===== src/rtl/sum_unit.sv =====
// Unsigned adder, 4-bit carry-lookahead groups, combinational and registered result.
// Optional zero/overflow flags are built when SUM_UNIT_FLAGS_EN is defined.
module sum_unit #(
  parameter int SIZE_DATA = 28
) (
  input  logic                 i_clk,
  input  logic                 i_rst,
  input  logic                 i_carry,
  input  logic [SIZE_DATA-1:0] i_data_a,
  input  logic [SIZE_DATA-1:0] i_data_b,
  output logic [SIZE_DATA-1:0] o_sum,
  output logic                 o_carry,
`ifdef SUM_UNIT_FLAGS_EN
  output logic                 o_zero,
  output logic                 o_zero_q,
  output logic                 o_ovf,
`endif
  output logic [SIZE_DATA-1:0] o_sum_q,
  output logic                 o_carry_q
);

  logic [SIZE_DATA-1:0] g;
  logic [SIZE_DATA-1:0] p;
  logic [SIZE_DATA:0]   c;

  assign g = i_data_a & i_data_b;
  assign p = i_data_a ^ i_data_b;

  // Each bit carry is a flat lookahead term from its group's carry-in;
  // only the group carry-out ripples on to the next group.
  always_comb begin
    int   gb;
    logic t;
    logic pp;
    gb   = 0;
    t    = 1'b0;
    pp   = 1'b0;
    c    = '0;
    c[0] = i_carry;
    for (int i = 0; i < SIZE_DATA; i++) begin
      gb = i - (i % 4);
      t  = g[i];
      pp = p[i];
      for (int j = i - 1; j >= gb; j--) begin
        t  = t | (pp & g[j]);
        pp = pp & p[j];
      end
      c[i+1] = t | (pp & c[gb]);
    end
  end

  assign o_sum   = p ^ c[SIZE_DATA-1:0];
  assign o_carry = c[SIZE_DATA];

  logic [SIZE_DATA-1:0] sum_d, sum_q;
  logic                 carry_d, carry_q;

  always_comb begin
    sum_d   = o_sum;
    carry_d = o_carry;
    if (i_rst) begin
      sum_d   = '0;
      carry_d = 1'b0;
    end
  end

  always_ff @(posedge i_clk) begin
    sum_q   <= sum_d;
    carry_q <= carry_d;
  end

  assign o_sum_q   = sum_q;
  assign o_carry_q = carry_q;

`ifdef SUM_UNIT_FLAGS_EN
  logic zero_d, zero_q;

  assign o_zero = (o_sum == '0);
  assign o_ovf  = c[SIZE_DATA-1] ^ c[SIZE_DATA];
  assign zero_d = i_rst ? 1'b1 : o_zero;

  always_ff @(posedge i_clk) begin
    zero_q <= zero_d;
  end

  assign o_zero_q = zero_q;
`endif

endmodule


===== config.mk =====
export PLATFORM = sky130hd
export DESIGN_NAME = sum_unit
export DESIGN_NICKNAME = d
export VERILOG_FILES = /design/src/rtl/sum_unit.sv
export SDC_FILE = /design/constraint.sdc
export NUM_CORES = 1
export LEC_CHECK = 0
export CELL_PAD_IN_SITES_DETAIL_PLACEMENT = 2
export CELL_PAD_IN_SITES_GLOBAL_PLACEMENT = 2
export CORE_ASPECT_RATIO = 0.7
export CORE_MARGIN = 2
export CORE_UTILIZATION = 22
export CTS_CLUSTER_SIZE = 25
export DETAILED_ROUTE_END_ITERATION = 6
export GPL_TIMING_DRIVEN = 0
export PLACE_DENSITY_LB_ADDON = 0.1
export SKIP_CTS_REPAIR_TIMING = 1
export SYNTH_ARGS = -nofsm -noshare
export SYNTH_HDL_FRONTEND = slang
export SYNTH_SLANG_ARGS = --single-unit
export TNS_END_PERCENT = 10

===== constraint.sdc =====
create_clock -name i_clk -period 7.4 [get_ports i_clk]
set_input_delay 1.85 -clock i_clk [delete_from_list [all_inputs] [get_ports i_clk]]
set_output_delay 1.85 -clock i_clk [all_outputs]
set_load 0.02 [all_outputs]

==> summary.md, run 1 <==
| Metric | Value |
|---|---|
| Via count | 1819 |
| DR WL met3 | 410 um |
| Vias in the first global route | 2001 |
| I/O Pins | 117 |
| H-Tree Level Count | 2 |
| Root Driver | clkbuf_16 |
| Clk sink count | 29 |
| Placed wire-length estimate | 5.59 mm |
| Crit Path Max Fanout | 6 |
| Required @ worst endpoint | 5.55 ns |
| Hold Path Class | input port to flip-flop |
| Die height | 82.5 um |
| Slew margin rel. | 58.5% |
| Core Util, Final | 40.2% |
| Final setup violation count | 0 |
| Number of flops mapped to enable cells by yosys | 0 |
| Antenna-violating nets left | 0 |
| Met1 wire length | 2.98 mm |
| Initial cell density of the core | 22.8% |
| Vias per inst | 4.18 |
| MaxCap Viol Count | 0 |
| Final Max Slew Viols | 0 |
| Initial DRC count | 50 |
| Worst hold slack | 2.32 ns |
| Peak supply drop | 0.000115 V |
| Largest net degree at the start of global routing | 11 |
| Overall power | 0.000778 W |
| First-pass GRT wire length | 10.1 mm |
| Detail Route met2 WL | 2.97 mm |
| Count of different cell masters after synthesis | 31 |
| RePlAce Congestion | 0.726 |
| Arrival time worst endpoint | 5.10 ns |
| Yosys reg bits | 29 |
| Commonest non-fill, non-tap cell in the layout | clkdlybuf4s50_1 |
| DRT Wirelength | 6.40 mm |
| Total track usage | 14.0% |
| Final worst path period need | 6.95 ns |
| Die Area | 9590 um^2 |
| Total Nets Final | 408 |
| Sequential element share of the synthesized area | 30.0% |
| Pleak | 1.46 nW |
| Die X | 116 um |
| Syn Inst Count | 191 |
| Worst Path Class, Setup | input port to output port |
| Row cnt | 28 |
| Total CTS buffers | 5 |
| Grt total ovfl | 0 |
| CTS tree | yes |
| Yosys warnings | 0 |
| Reg clk slew, reported paths | 0.05 ns |
| Run status | complete, no violations |
| Area of the core | 8510 um^2 |
| PwrDens | 227 nW/um^2 |
| Crit. End Element | output port |
| Share of cells above drive strength 1 | 5.08% |
| Max Used Layer | met4 |
| # diodes | 0 |
| Max Fclk | 0.144 GHz |
| Initial antenna violation count | 0 |
| Layout area overhead | 76.6% |
| Total negative slack | 0 ns |
| Mean post-synth cell area | 10.1 um^2 |
| Post-Syn Nets | 285 |
| Final worst path period share | 93.9% |
| Final Hold Vio Count | 0 |
| RSZ-0062 raised after global routing | no |
| Drt drc | 0 |
| Clock tree buffer depth | 2 |
| First-pass iteration count of the detailed router | 4 |
| Async set-reset flop share out of synthesis | 0% |
| Worst Max-Slew Pin Slew | 0.622 ns |
| Port bufs | 116 |
| Drt wl/cell | 14.7 um |
| CP Launch Type | input port |
| Most frequent cells in the layout | clkdlybuf4s50_1, dfxtp_1, nor2b_1, ha_1, a21o_1 |
| Synth Flop Type | dfxtp_1 |
| Synth Cell Area | 1940 um^2 |
[cells by family (layout without fill, tap and decap cells)]
kind of cell	after synthesis	count (layout)	share of synthesized area, %
compound gates	49	49	19.3
xor+xnor	20	20	9.04
fa+ha+maj	35	35	25.3
buf+inv	10	134	1.94
flops	29	29	30.0
mux	1	1	0.581
simple gates	47	47	13.9
[path summary, 6_finish.rpt]
path,to,startpoint,cells after the start,slack (ns)
max,o_sum[21],i_data_a[17],11,0.45
min,o_sum_q[15],i_rst,3,2.32
[cells in the mapped netlist (all sizes together), types with 5 or more instances]
cell | instances | area [um^2]
nor2b | 29 | 189
fa | 7 | 140
a21oi | 16 | 91.3
xnor2 | 9 | 78.8
dfxtp | 29 | 581
nand2 | 5 | 18.8
nor2 | 7 | 26.3
a21o | 18 | 143
inv | 7 | 26.3
o21ai | 5 | 28.8
ha | 28 | 350
xor2 | 11 | 96.3
[flip-flops by register name, indices dropped and copies added (netlist names)]
| register | flops |
|---|---|
| o_sum_q | 28 |
| o_carry_q | 1 |
[power breakdown]
part | total [W] | switching, W | internal [W]
clock | 0.000241 | 0.0000732 | 0.000168
combinational | 0.000354 | 0.000174 | 0.000180
sequential | 0.000183 | 0.00000521 | 0.000178
[per-layer routing]
metal	vias up	GRT usage (%)
met5	-	0
met1	847	17.8
met4	0	2.86
met3	2	4.31
li1	914	-
met2	56	23.6
[per-stage QoR]
| step | worst slack [ns] | instances | cell area [um^2] |
|---|---|---|---|
| finish | 0.449 | 435 | 3420 |
| global route | 0.274 | 435 | 3420 |
| CTS | 0.408 | 435 | 3420 |
| detailed placement | 0.435 | 427 | 3250 |
| global placement | 0.453 | 427 | 3250 |
| floorplan | 1.53 | 191 | 1940 |
[area by class of cell]
type	instances	area [um^2]
fill	902	5090
multi-input combinational	152	1320
tap	120	150
sequential	29	581
timing repair buffer	116	1160
clock inverter	1	30.0
inverter	7	26.3
clock buffer	7	143
buffer	3	11.3
[critical path, cell delays in order]
cell and delay, ns:
clkdlybuf4s50_1 0.40, ha_1 0.39, a21oi_1 0.19, o21bai_1 0.10
a21o_1 0.23, or3_1 0.33, a21oi_2 0.23, nor2_1 0.12
fa_1 0.40, xor2_1 0.22, clkdlybuf4s50_1 0.64
(Power assumes the default switching activity.)
==> run 2, diff against run 1 <==
GPL_TIMING_DRIVEN = default   (was 0)
==> summary.md, run 2 (synthesis gave the netlist of run 1 again) <==
| Metric | Value |
|---|---|
| Hold Path Class | input port to flip-flop |
| Worst hold slack | 2.36 ns |
| Clk pwr share | 33.3% |
| First-pass iteration count of the detailed router | 4 |
| Final worst path period share | 93.5% |
| Placed wire-length estimate | 5.40 mm |
| Largest net degree at the start of global routing | 31 |
| Total negative slack | 0 ns |
| Part of the power in combinational logic | 43.9% |
| Slowest CP cell | clkdlybuf4s50_1 |
| Vias per inst | 4.18 |
| First-pass GRT wire length | 9.92 mm |
| Sequential Power Share | 22.8% |
| Final setup violation count | 0 |
| CP Launch Type | input port |
| Worst path max stage delay | 0.64 ns |
| Antenna-violating nets left | 0 |
| Total track usage | 13.7% |
| Worst Path Class, Setup | input port to output port |
| Peak supply drop | 0.000135 V |
| Worst-path cell chain | clkdlybuf4s50_1, ha_1, a21o_1, a21oi_2, o21ai_2, a21o_1, a21o_1, a21o_4, fa_1, xor2_1, clkdlybuf4s50_1 |
| Run status | complete, no violations |
| Die Area | 9590 um^2 |
| Initial antenna violation count | 0 |
| Reg clk slew, reported paths | 0.05 ns |
| DRT Wirelength | 6.36 mm |
| Port bufs | 116 |
| Worst Max-Slew Pin Slew | 0.349 ns |
| Layout fillers | 914 |
| Psw | 0.000253 W |
| Commonest non-fill, non-tap cell in the layout | clkdlybuf4s50_1 |
| Total Nets Final | 406 |
| Drt wl/cell | 14.7 um |
| Share of cells above drive strength 1 | 5.75% |
| RSZ-0062 raised after global routing | no |
| Required @ worst endpoint | 5.55 ns |
| Critical path's most frequent cell | a21o_1 |
| Max Fclk | 0.145 GHz |
| Die X | 116 um |
| Final Hold Vio Count | 0 |
| Root Driver | clkbuf_16 |
| H-Tree Level Count | 2 |
| RePlAce Congestion | 0.744 |
| I/O Pins | 117 |
| Row cnt | 28 |
| PwrDens | 234 nW/um^2 |
| CTS tree | yes |
| Grt total ovfl | 0 |
| Clk sink count | 29 |
| Arrival time worst endpoint | 5.07 ns |
| Pleak | 1.47 nW |
| Internal power | 0.000549 W |
| Crit Path Max Fanout | 4 |
| Drt drc | 0 |
| Final Max Slew Viols | 0 |
| Switch share | 31.5% |
| Critical path's top delay family | compound AO/OA/AOI/OAI gates |
| Total CTS buffers | 5 |
| Final worst path period need | 6.92 ns |
| Clock tree buffer depth | 2 |
| Crit. End Element | output port |
| Initial cell density of the core | 22.8% |
| # diodes | 0 |
| Die height | 82.5 um |
| Critical path buffers and inverters | 2 |
| Vias in the first global route | 1976 |
| Via count | 1811 |
| MaxCap Viol Count | 0 |
| Layout area overhead | 77.3% |
| Initial DRC count | 41 |
| Max FFs per register | 28 |
| Most frequent cells in the layout | clkdlybuf4s50_1, dfxtp_1, nor2b_1, ha_1, a21o_1 |
| Area of the core | 8510 um^2 |
| Slew margin rel. | 76.5% |
run 2: routing by layer:
layer  vias to the layer above  share of wire [%]  wire length [um]  track usage [%]
met5                         -                  0                 0                0
met4                         0                1.1                73             4.29
li1                        909                  -                 -                -
met3                         5                6.1               391             4.31
met1                       836                 48              3080             17.2
met2                        61                 44              2820             22.6
run 2: final timing paths:
kind                      to  depth (start not counted)  slack, ns         from
hold / removal    o_sum_q[0]                          4       2.36  i_data_b[0]
setup / recovery   o_sum[17]                         11       0.48  i_data_a[2]
run 2: tightest hold or removal path, stage by stage:
cell             delay (ns)
clkdlybuf4s50_1        0.43
inv_1                  0.08
fa_1                   0.18
nor2_1                 0.05
run 2: area by class of cell:
class	instances	area [um^2]	share of cell area (%)
Timing Repair Buffer	117	1170	34.0
Tap cell	120	150	4.37
Inverter	7	26.3	0.765
Multi-Input combinational cell	152	1320	38.4
Sequential cell	29	581	16.9
Clock inverter	3	65.1	1.89
Clock buffer	5	125	3.64
run 2: power groups by stage:
stage          Combinational [W]  Sequential, W  Clock, W
6_report                0.000352       0.000183  0.000267
2_1_floorplan           0.000158       0.000215         0
3_5_place_dp            0.000356       0.000187         0
5_1_grt                 0.000381       0.000185  0.000284
4_1_cts                 0.000359       0.000184  0.000276
3_3_place_gp            0.000355       0.000186         0
run 2: metrics by stage:
| step | setup WS [ns] | cell area (um^2) | utilization (%) | total power (W) | std cells |
|---|---|---|---|---|---|
| 3_5_place_dp | 0.417 | 3250 | 38.1 | 0.000544 | 425 |
| 6_report | 0.482 | 3440 | 40.4 | 0.000803 | 433 |
| 3_3_place_gp | 0.568 | 3250 | 38.1 | 0.000541 | 425 |
| 2_1_floorplan | 1.53 | 1940 | - | 0.000373 | 191 |
| 4_1_cts | 0.419 | 3440 | 40.4 | 0.000819 | 433 |
| 5_1_grt | 0.292 | 3440 | 40.4 | 0.000851 | 433 |
==> run 3, diff against run 2 <==
CAP_MARGIN = 20   (was default)
SLEW_MARGIN = 40   (was default)
TNS_END_PERCENT = default   (was 10)
==> results of run 3 <==
Same layout as run 2: the final DEF is identical, and so are final timing and power.
